$ cat config.mk
export PLATFORM = sky130hd
export DESIGN_NAME = mem_wb_stage
export DESIGN_NICKNAME = d
export VERILOG_FILES = /design/src/rtl/y86_pkg.sv /design/src/rtl/stage_reg.sv /design/src/rtl/mem_wb_stage.sv
export SDC_FILE = /design/constraint.sdc
export NUM_CORES = 1
export LEC_CHECK = 0
export CAP_MARGIN = 30
export CORE_MARGIN = 2
export CORE_UTILIZATION = 45
export CTS_BUF_LIST = sky130_fd_sc_hd__clkbuf_4 sky130_fd_sc_hd__clkbuf_8
export CTS_CLUSTER_DIAMETER = 50
export DETAILED_ROUTE_END_ITERATION = 10
export GPL_TIMING_DRIVEN = 0
export PLACE_DENSITY = 0.87
export SETUP_SLACK_MARGIN = 0.3
export SLEW_MARGIN = 20
export SYNTH_ARGS = -nofsm -noshare
export SYNTH_HDL_FRONTEND = slang
export SYNTH_SLANG_ARGS = --single-unit
export TNS_END_PERCENT = 5
$ cat constraint.sdc
create_clock -name clk -period 2.1 [get_ports clk]
set_clock_uncertainty 0.05 [all_clocks]
set_input_delay 0.42 -clock clk [delete_from_list [all_inputs] [get_ports clk]]
set_output_delay 0.42 -clock clk [all_outputs]
set_load 0.01 [all_outputs]
$ cat src/rtl/y86_pkg.sv
// Shared Y86-64 pipeline definitions: status codes, icodes, register ids and W-register layout.
package y86_pkg;

    localparam logic [2:0] STAT_AOK = 3'd1;
    localparam logic [2:0] STAT_HLT = 3'd2;
    localparam logic [2:0] STAT_ADR = 3'd3;
    localparam logic [2:0] STAT_INS = 3'd4;

    localparam logic [3:0] I_HALT   = 4'h0;
    localparam logic [3:0] I_NOP    = 4'h1;
    localparam logic [3:0] I_RRMOVQ = 4'h2;
    localparam logic [3:0] I_IRMOVQ = 4'h3;
    localparam logic [3:0] I_RMMOVQ = 4'h4;
    localparam logic [3:0] I_MRMOVQ = 4'h5;
    localparam logic [3:0] I_OPQ    = 4'h6;
    localparam logic [3:0] I_JXX    = 4'h7;
    localparam logic [3:0] I_CALL   = 4'h8;
    localparam logic [3:0] I_RET    = 4'h9;
    localparam logic [3:0] I_PUSHQ  = 4'hA;
    localparam logic [3:0] I_POPQ   = 4'hB;

    localparam logic [3:0] RNONE = 4'hF;

    typedef struct packed {
        logic [2:0]  stat;
        logic [3:0]  icode;
        logic [63:0] val_e;
        logic [63:0] val_m;
        logic [3:0]  dst_e;
        logic [3:0]  dst_m;
        logic        valid;
    } w_reg_t;

    typedef enum logic {StRun, StHalted} halt_state_e;

endpackage

$ cat src/rtl/stage_reg.sv
// Generic pipeline register with stall (hold) and bubble (load BUBBLE) controls; stall has priority.
module stage_reg #(
    parameter int unsigned       WIDTH  = 8,
    parameter logic [WIDTH-1:0]  BUBBLE = '0
) (
    input  logic             clk,
    input  logic             rst_n,
    input  logic             stall,
    input  logic             bubble,
    input  logic [WIDTH-1:0] d,
    output logic [WIDTH-1:0] q
);

    always_ff @(posedge clk or negedge rst_n) begin
        if (!rst_n) begin
            q <= BUBBLE;
        end else if (stall) begin
            q <= q;
        end else if (bubble) begin
            q <= BUBBLE;
        end else begin
            q <= d;
        end
    end

endmodule

$ cat src/rtl/mem_wb_stage.sv
// Y86-64 memory-to-writeback stage: status merge, W register, write enables, sticky halt.
// Optional retired-instruction counter enabled by defining RETIRE_CNT_EN.
module mem_wb_stage
    import y86_pkg::*;
#(
    parameter int unsigned DATA_W = 64,
    parameter int unsigned CNT_W  = 32
) (
    input  logic              clk,
    input  logic              rst_n,
    input  logic [2:0]        M_stat,
    input  logic [3:0]        M_icode,
    input  logic [DATA_W-1:0] M_valE,
    input  logic [DATA_W-1:0] m_valM,
    input  logic              dmem_error,
    input  logic [3:0]        M_dstE,
    input  logic [3:0]        M_dstM,
    input  logic              M_valid,
    input  logic              W_stall,
    input  logic              W_bubble,
    output logic [2:0]        m_stat,
    output logic [2:0]        W_stat,
    output logic [3:0]        W_icode,
    output logic [DATA_W-1:0] W_valE,
    output logic [DATA_W-1:0] W_valM,
    output logic [3:0]        W_dstE,
    output logic [3:0]        W_dstM,
    output logic              wE_en,
    output logic              wM_en,
    output logic              halted
`ifdef RETIRE_CNT_EN
    ,
    output logic [CNT_W-1:0]  retired
`endif
);

    localparam int unsigned WW = 3 + 4 + 2 * DATA_W + 4 + 4 + 1;
    localparam logic [WW-1:0] W_BUBBLE =
        {STAT_AOK, I_NOP, {DATA_W{1'b0}}, {DATA_W{1'b0}}, RNONE, RNONE, 1'b0};

    logic [WW-1:0] w_d;
    logic [WW-1:0] w_q;
    logic          w_valid;
    logic          w_exc;
    logic          freeze;
    halt_state_e   state_q;
    halt_state_e   state_d;

    assign m_stat = dmem_error ? STAT_ADR : M_stat;

    assign w_d = {m_stat, M_icode, M_valE, m_valM, M_dstE, M_dstM, M_valid};
    assign {W_stat, W_icode, W_valE, W_valM, W_dstE, W_dstM, w_valid} = w_q;

    // An exception sitting in W freezes the tail on the same edge the FSM moves to HALTED.
    assign w_exc  = w_valid & (W_stat != STAT_AOK);
    assign freeze = halted | w_exc;

    stage_reg #(
        .WIDTH  (WW),
        .BUBBLE (W_BUBBLE)
    ) u_w_reg (
        .clk    (clk),
        .rst_n  (rst_n),
        .stall  (freeze | W_stall),
        .bubble (W_bubble),
        .d      (w_d),
        .q      (w_q)
    );

    always_ff @(posedge clk or negedge rst_n) begin
        if (!rst_n) begin
            state_q <= StRun;
        end else begin
            state_q <= state_d;
        end
    end

    always_comb begin
        state_d = state_q;
        unique case (state_q)
            StRun:    if (w_exc) state_d = StHalted;
            StHalted: state_d = StHalted;
            default:  state_d = StRun;
        endcase
    end

    assign halted = (state_q == StHalted);

    assign wE_en = w_valid & (W_stat == STAT_AOK) & (W_dstE != RNONE) & ~halted;
    assign wM_en = w_valid & (W_stat == STAT_AOK) & (W_dstM != RNONE) & ~halted;

`ifdef RETIRE_CNT_EN
    logic [CNT_W-1:0] retired_q;
    logic             retire;

    // Counts only edges that actually load M into W with a real, non-faulting instruction.
    assign retire = ~freeze & ~W_stall & ~W_bubble & M_valid & (m_stat == STAT_AOK);

    always_ff @(posedge clk or negedge rst_n) begin
        if (!rst_n) begin
            retired_q <= '0;
        end else if (retire) begin
            retired_q <= retired_q + CNT_W'(1);
        end
    end

    assign retired = retired_q;
`endif

`ifndef SYNTHESIS
    stall_bubble_exclusive: assert property (@(posedge clk) disable iff (!rst_n)
        !(W_stall && W_bubble))
        else $error("W_stall and W_bubble asserted together");
`endif

endmodule

==> impl_metrics.csv <==
group,metric,value,unit
final_layout,antenna_cells,0,
drt,wl_per_cell,18.6,µm
global_routing,grt_start_max_net_pins,82,
floorplanning,dieArea,0.0175,mm²
final_layout,seq_area,0.00364,mm²
worst_hold_path,hp-class,"input port to flip-flop",
clocking,clk_latency,0.44,ns
logic_synthesis,synthesis.area,0.00742,mm²
worst_hold_path,min_from,"M_stat[1]",
sta,maxSlewViolCount,0,
logic_synthesis,async_flop_share,100,%
critical_path,crit_arrival,2.09,ns
clocking,cts_tree,"yes",
drt,num_vias,6191,
final_layout,syn2layout_area_growth,48.3,%
logic_synthesis,ys_types,26,
drt,drc,0,
sta,setup_viol,116,
clocking,htree_levels,4,
logic_synthesis,synth-simple-area-share,14.6,%
logic_synthesis,synth.most_common_cell,"buf_4",
drt,drtPass1Iterations,4,
logic_synthesis,synth_common_cells,"buf_4, dfrtp_1, a22o_1, nor3b_1, clkbuf_1",
final_layout,nNetsFinal,1128,
placement,dp_hpwl,15900,µm
global_routing,grt_antenna_before_repair,0,
placement,numPortBuffers,296,
clocking,clockBufferDepth,2,
sta,setup_slack,-0.457,ns
clocking,clk_pin_slew,0.08,ns
logic_synthesis,synthesis.nets,803,
outcome,violations,"negative setup slack",
final_layout,fillers,1283,
sta,hold_viol,0,
drt,via_per_inst,5.13,
logic_synthesis,yosysTopAreaCellShare,45.5,%
logic_synthesis,yosys_warnings,0,
critical_path,critical_path_class,"flip-flop to output pin",
global_routing,first_global_vias,6325,
critical_path,endpoint_kind,"output pin",
floorplanning,ios,298,
sta,max_freq,391,MHz
placement,dpl_cell_area,0.0107,mm²
drt,wirelength,22400,µm
clocking,cts_root_buf,"clkbuf_8",
logic_synthesis,synthMuxAreaShare,0,%
logic_synthesis,seq_area_frac_synth,49.1,%
global_routing,grtUsageTotal,24.8,%
floorplanning,die_width,132,µm
placement,detailedPlace.worstSlack,-0.465,ns
final_layout,design_area,0.0110,mm²
sta,fin_crit_sh,122,%
sta,worstMarginPinSlew,0.763,ns
clocking,clkSinkCount,145,
sta,post-route-min-period,2.56,ns
logic_synthesis,synth-xor-area-share,0,%
logic_synthesis,synth_edf_count,0,
global_routing,grt_pass1_wl,34500,µm
outcome,run_status,"finished, violations left",
logic_synthesis,yosysTopAreaCell,"dfrtp_1",
floorplanning,die_h,132,µm
drt,drt_iter0_markers,356,
global_routing,overflow,0,
pwr,p_per_area,632,mW/mm²
logic_synthesis,synth_area_leaders,"dfrtp_1, a22o_1, buf_4",
critical_path,crit_required,1.63,ns
critical_path,r2r_start,"u_w_reg.q[141]$_DFFE_PN1N_",
pwr,vdd.ir_drop.worst,449,µV
sta,maxSlewHeadroom,49.1,%
floorplanning,core_area,0.0160,mm²
drt,ant_nets,0,
logic_synthesis,synth_fa_ha_area_share,0,%
critical_path,critPathLaunch,"u_w_reg.q[141]$_DFFE_PN1N_",
final_layout,multiInputGateArea,0.00244,mm²
logic_synthesis,avgSynthCellArea,11.3,µm²
floorplanning,rows,46,
pwr,cellLeakagePower,0.00523,µW
clocking,cts_made_buffers,17,
critical_path,cp_max_fo,2,
sta,rsz0062_at_grt,"yes",
logic_synthesis,synth_compound_area_share,17.5,%
logic_synthesis,synth-seq-cells,145,
floorplanning,start_util,46.4,%
logic_synthesis,synthFlopType,"dfrtp_1",
logic_synthesis,syn_inst,654,
logic_synthesis,synth_top_family_by_area,"buffers and inverters",
final_layout,layout-drive-gt1-share,37.7,%
placement,gp_congestion,0.882,
critical_path,start_kind,"flip-flop",
job,drv_cap,0,
==> cell usage in the layout, fill, tap and decap left out, types with 3 or more instances in the layout <==
cell,instances
clkdlybuf4s50_1,144
nor3b_1,131
buf_1,3
a2bb2oi_1,9
nor3_1,9
buf_4,291
buf_2,10
clkbuf_1,36
dfstp_2,10
clkbuf_4,3
buf_6,13
a22o_1,131
inv_1,3
dlygate4sd2_1,4
dfrtp_1,135
bufinv_16,4
clkbuf_8,20
==> kinds of logic after synthesis <==
kind of cell    after synthesis
simple gates                150
buf+inv                     209
compound gates              150
flops                       145
==> sequential cells by signal (all words and copies together), names as in the netlist <==
| signal | count |
|---|---|
| u_w_reg.q | 144 |
| halted | 1 |
==> layout make-up <==
cell class                      instances  share of cell area [%]
Buffer                                206                    13.2
Clock buffer                           23                    2.71
Clock inverter                          8                    1.38
Inverter                                3                   0.102
Multi-Input combinational cell        300                    22.2
Sequential cell                       145                    33.1
Tap cell                              216                    2.46
Timing Repair Buffer                  306                    24.8
==> repair_timing <==
| item | in CTS | in global routing |
|---|---|---|
| endpoints found under the hold margin | 80 | 0 |
| setup endpoints to repair | 294 | 147 |
| resized for setup | 180 | 18 |
| gates cloned | 1 | 2 |
| hold buffers | 1 | 0 |
| pin swaps | 0 | 19 |
| buffers inserted | 2 | 3 |
==> per-stage QoR <==
step	instances	util (%)	total power, µW	setup TNS, ns	hold slack (ns)
2_1_floorplan	654	-	3740	0	0.0744
3_3_place_gp	1166	66.7	4520	-786.23	0.439
3_5_place_dp	1167	66.9	4540	-47.91	0.404
4_1_cts	1202	68.1	6980	-1.94	0.298
5_1_grt	1207	68.7	7210	-17.31	0.337
6_report	1207	68.7	6950	-12.03	0.335
==> routing by layer <==
| metal | share of wire [%] | global-route usage (%) |
|---|---|---|
| met4 | 2.3 | 8.78 |
| met3 | 8.0 | 7.23 |
| met2 | 49 | 41.0 |
| met1 | 41 | 31.2 |
| met5 | 0 | 0 |
==> worst max-delay path, stage by stage (launching register included) <==
cell,delay [ns]
dfstp_2,0.54
or3b_4,0.38
or3b_4,0.40
a41oi_2,0.17
buf_2,0.16
==> power by group <==
group	total (µW)	switching, µW	internal (µW)
registers	3080	111	2970
logic	1370	535	838
clock network	2500	1070	1430
total	6950	1710	5240
==> path summary, 6_finish.rpt <==
path,end,slack [ns],cells past startpoint
worst min-delay path,u_w_reg.q[142]$_DFFE_PN0N_,0.33,3
max in group asynchronous,u_w_reg.q[1]$_DFFE_PN1N_,0.72,3
worst min register to register,u_w_reg.q[12]$_DFFE_PN0N_,0.46,1
worst max-delay path,wE_en,-0.46,4
min in group asynchronous,u_w_reg.q[114]$_DFFE_PN0N_,0.52,2
worst max register to register,u_w_reg.q[40]$_DFFE_PN0N_,-0.14,7
No activity file was read; power rests on OpenSTA's default activity.
==> RTL edit 1: new RTL, same flow settings <==
Add a define of `RETIRE_CNT_EN`.
--- a/src/rtl/mem_wb_stage.sv
+++ b/src/rtl/mem_wb_stage.sv
@@ -1,5 +1,7 @@
 // Y86-64 memory-to-writeback stage: status merge, W register, write enables, sticky halt.
 // Optional retired-instruction counter enabled by defining RETIRE_CNT_EN.
+`define RETIRE_CNT_EN
+
 module mem_wb_stage
     import y86_pkg::*;
 #(
Formal check against the unedited RTL (old outputs only; new: retired): equivalent (equiv_simple and equiv_induct, registers matched by name and starting in step).
==> RTL edit 1 against the unedited design <==
Sequential cell count rose by 32; critical endpoint unchanged; cell area is 20% higher; first-iteration DRC count is 22% lower; area after synthesis increased by 16%; core utilization grew 1.4 points; critical path type unchanged; the run still ends with setup timing left; synthesized cell count grew 39%; register-to-register slack lost 0.30 ns; worst setup slack got worse by 0.017 ns; routed wire length increased by 21%.
Power is not compared: it rests on default switching activity, and its combinational part moved more than twofold at a synthesized area within 25%.
==> RTL edit 1: results (changes against the unedited design) <==
* Status: finished with violations (unchanged)
* Violated checks: setup timing (unchanged)
* H-tree depth at 4 (unchanged)
* Clk pin slew, worst setup/hold paths at about 0.09 ns
* NumNets Final at 1430 (was 1128)
* Post-synthesis sequential area ratio at 51.54% (was 49.08%)
* Syn. warnings at 0 (unchanged)
* Syn_nets at 1059 (was 803)
* Arrival time worst endpoint at between 2 and 2.5 ns
* Vias in the first global route at 7698 (was 6325)
* Clock Path Buffers at 2 (unchanged)
* Initial antenna violation count at 1 (was 0)
* Max_cap viols at 0 (unchanged)
* Pre-CTS WS at -0.7094 ns (was -0.4648 ns)
* First-pass GRT wire length at 40740 um (was 34480 um)
* All-Layer GR Usage at 26.03% (was 24.85%)
* Crit path launch: u_w_reg.q[141] (unchanged)
* Filler cells at 1433 (was 1283)
* DP HPWL at 18800 um (was 15930 um)
* Setup ws final at -0.4741 ns (was -0.4574 ns)
* Top cells by area, synth: dfrtp_1, buf_4, nand2b_1, o21ai_0, nand2_1 (was dfrtp_1, a22o_1, buf_4, nor3b_1, dfstp_2)
* Via count at 7492 (was 6191)
* Non-filler cells, final at 1526 (was 1207)
* Async SR Flop Fraction at 100.0% (unchanged)
* Number of buffers added on ports at 329 (was 296)
* Synthesized instance count at 909 (was 654)
* Final setup violation count at 176 (was 116)
* Peak supply drop at 0.7030 mV
* Crit Path Max Fanout at 3 (was 2)
* Largest net degree at the start of global routing at 91 (was 82)
* Share of cells above drive strength 1 at 35.63% (was 37.74%)
* Reg2Reg Depth at 9 (was 7)
* Slew Limit Headroom at 52.90% (was 49.11%)
* Largest Register: u_w_reg.q (unchanged)
* Top cells by count, synth: dfrtp_1, nand2_1, buf_4 (was buf_4, dfrtp_1, a22o_1, nor3b_1, clkbuf_1)
* Max reg flops at 144 (unchanged)
* Synth unique cells at 37 (was 26)
* R2r setup slk at -0.44 ns (was -0.14 ns)
* Worst skew pair latency at 0.46 ns (was 0.44 ns)
* Placer congestion estimate at 0.8098 (was 0.8820)
* Starting DRC count in detailed routing at 276 (was 356)
* Final wirelength at 27030 um (was 22430 um)
* Critical R2R Capture: retired[7] (was u_w_reg.q[40])
* Drt pass-1 iters at 6 (was 4)
-- RTL edit 1: changes by cell type after synthesis, sizes merged, moves of 18 or more --
cell    delta
nand2    +161
buf       -19
xnor2     +18
o21ai    +140
nand2b   +131
a22o     -131
dfrtp     +32
nor3b    -130
-- RTL edit 1: power by group --
| group | switching (mW) | internal (mW) |
|---|---|---|
| clock | 1.29 | 1.00 |
| sequential | 0.896 | 4.85 |
| combinational | 2.76 | 4.25 |
| total | 4.95 | 10.1 |
-- RTL edit 1: cells by family (layout without fill, tap and decap cells) --
group | Yosys count | after routing | share of synthesized area, %
simple gates | 353 | 353 | 20.98
compound gates | 150 | 150 | 9.234
buf+inv | 196 | 578 | 14.82
fa+ha+maj | 1 | 1 | 0.1452
other cells | 0 | 1 | 0
mux | 1 | 1 | 0.1307
xor+xnor | 31 | 31 | 3.150
flops | 177 | 177 | 51.54
-- RTL edit 1: worst max-delay path, cell delays in order (launching register included) --
cell	delay [ns]
dfstp_2	0.54
or3b_4	0.39
or3b_4	0.41
a41oi_2	0.16
buf_2	0.16
-- RTL edit 1: repair_timing --
action                                 in CTS  in global routing
setup endpoints to repair                 357                183
resized for setup                         321                171
hold buffers                                1                  0
cloned                                      8                  0
buffers inserted                            6                  7
endpoints found under the hold margin      78                  0
pin swaps                                  22                 16
-- RTL edit 1: layout make-up --
cell class / count / area share [%]
clock buffer: 20 / 1.996
clock inverter: 10 / 0.7984
multi-input combinational: 536 / 24.47
inverter: 4 / 0.1141
antenna: 1 / 0.01901
tap: 234 / 2.224
buffer: 192 / 12.51
sequential: 177 / 33.77
timing repair buffer: 352 / 24.09
-- RTL edit 1: how the worst min path moves through the flow --
stage,start,end,slack (ns),depth (start not counted)
CTS,u_w_reg.q[137],u_w_reg.q[137],0.42,2
detailed placement,u_w_reg.q[137],u_w_reg.q[137],0.40,2
global route,dmem_error,u_w_reg.q[143],0.22,2
floorplan,rst_n,halted,0.07,0
finish,dmem_error,u_w_reg.q[143],0.21,2
global placement,u_w_reg.q[137],u_w_reg.q[137],0.39,2
-- RTL edit 1: metrics by stage --
stage | hold WS (ns) | TNS [ns] | total power, mW | cell area, um^2 | util (%)
2_1_floorplan | 0.07441 | -0.01264 | 9.188 | 8660 | -
3_3_place_gp | 0.3938 | -1245.14 | 12.72 | 12250 | 65.25
3_5_place_dp | 0.4044 | -81.71 | 12.98 | 12280 | 65.42
4_1_cts | 0.4173 | -20.23 | 14.89 | 12830 | 68.35
5_1_grt | 0.2169 | -43.18 | 15.94 | 13160 | 70.14
6_report | 0.2095 | -32.58 | 15.05 | 13160 | 70.14
-- RTL edit 1: per-layer routing --
metal,wire (um),GRT usage (%)
met1,10640,30.47
met2,13740,45.89
met3,1950,6.696
met4,703,10.11
met5,0,0
==> RTL edit 2: new RTL, same settings <==
Made on the original files. Change the parameter `DATA_W` from 64 to 56.
--- a/src/rtl/mem_wb_stage.sv
+++ b/src/rtl/mem_wb_stage.sv
@@ -3,7 +3,7 @@
 module mem_wb_stage
     import y86_pkg::*;
 #(
-    parameter int unsigned DATA_W = 64,
+    parameter int unsigned DATA_W = 56,
     parameter int unsigned CNT_W  = 32
 ) (
     input  logic              clk,
Ports: changed (resized M_valE, W_valE, W_valM and m_valM); port bits go from 298 to 266. No check against the original RTL was run, so the function may have changed too.
==> RTL edit 2 against the unedited design <==
The run still ends with setup timing left; sequential cell count decreased by 16; critical path type unchanged; cell area decreased by 10%; total power decreased by 10%; worst setup slack improved by 0.030 ns; area after synthesis decreased by 11%; core utilization decreased by 0.33 points; routed wire length decreased by 15%; highest routed layer unchanged.
==> RTL edit 2: results (changes against the unedited design) <==
* DP HPWL at 13310 um (was 15930 um)
* Pwr Density at 634.5 nW/um^2 (was 632.2 nW/um^2)
* First-pass GRT wire length at 29780 um (was 34480 um)
* Status: finished with violations (unchanged)
* Vias in the first global route at 5627 (was 6325)
* Starting DRC count in detailed routing at 396 (was 356)
* Filler cells at 1145 (was 1283)
* Syn_nets at 716 (was 803)
* Leakage at 4.685 nW (was 5.231 nW)
* Setup ws final at -0.4271 ns (was -0.4574 ns)
* Logic pwr share at 19.5% (was 19.7%)
* Share of cells above drive strength 1 at 39.01% (was 37.74%)
* Hold Crit Endpoint: u_w_reg.q[127] (was u_w_reg.q[142])
* Met3 wire length at 1331 um (was 1793 um)
* R2r setup slk at -0.10 ns (was -0.14 ns)
* Arrival time worst endpoint at 2.06 ns (was 2.09 ns)
* Met3 Usage GRT at 6.932% (was 7.228%)
* All-Layer GR Usage at 23.98% (was 24.85%)
* Final setup violation count at 46 (was 116)
* P_seq at 2.75 mW (was 3.08 mW)
* Hold WS at 0.3715 ns (was 0.3348 ns)
* Setup TNS at -3.461 ns (was -12.03 ns)
* R2r startpoint: u_w_reg.q[125] (was u_w_reg.q[141])
* Hold depth at 2 (was 3)
* Vias per inst at 5.218 (was 5.129)
* Routed wire per std cell at 17.71 um (was 18.58 um)
* Wl on met1 at 7891 um (was 9207 um)
* Reg2Reg Depth at 8 (was 7)
* Hold Path Origin: dmem_error (was M_stat[1])
* Peak supply drop at 0.5316 mV (was 0.4491 mV)
* Number of buffers added on ports at 264 (was 296)
* Pint at 4.706 mW (was 5.241 mW)
* Pre-CTS WS at -0.5630 ns (was -0.4648 ns)
* Largest net degree at the start of global routing at 77 (was 82)
* Dpl cell area at 9509 um^2 (was 10710 um^2)
* Post-synthesis sequential area ratio at 49.20% (was 49.08%)
* Top cells by area, synth: dfrtp_1, a22o_1, buf_4, nor3b_1, dfstp_2 (unchanged)
* Sink Count at 129 (was 145)
* Metal2 WL at 9215 um (was 10900 um)
* Violated checks: setup timing (unchanged)
* # placed instances at 1032 (was 1167)
* Critical R2R Capture: u_w_reg.q[99] (was u_w_reg.q[40])
* Yosys top cell area share at 45.21% (was 45.54%)
* Synth Area per Inst at 11.30 um^2 (was 11.34 um^2)
## RTL edit 2: cell type report
class / count / area [um^2] / area share [%]
well taps: 184 / 230.2 / 2.333
multi-input cells: 268 / 2178 / 22.07
clock buffers: 23 / 297.8 / 3.018
clock inverters: 9 / 131.4 / 1.331
inverters: 3 / 11.26 / 0.1141
plain buffers: 183 / 1343 / 13.60
repair buffers: 272 / 2436 / 24.69
flip-flops and latches: 129 / 3241 / 32.84
## RTL edit 2: repair_timing
| action | in CTS | in global routing |
|---|---|---|
| gates resized for setup | 180 | 24 |
| hold endpoints to repair | 43 | 0 |
| setup endpoints to repair | 262 | 133 |
| buffers inserted | 3 | 1 |
| hold buffers | 1 | 0 |
| cloned | 0 | 2 |
| pin swaps | 1 | 60 |
## RTL edit 2: cells by family (layout without fill, tap and decap cells)
group,Yosys count,after routing,share of synthesized area (%)
compound gates,134,134,17.69
buf+inv,186,490,18.45
flops,129,129,49.20
simple gates,134,134,14.67
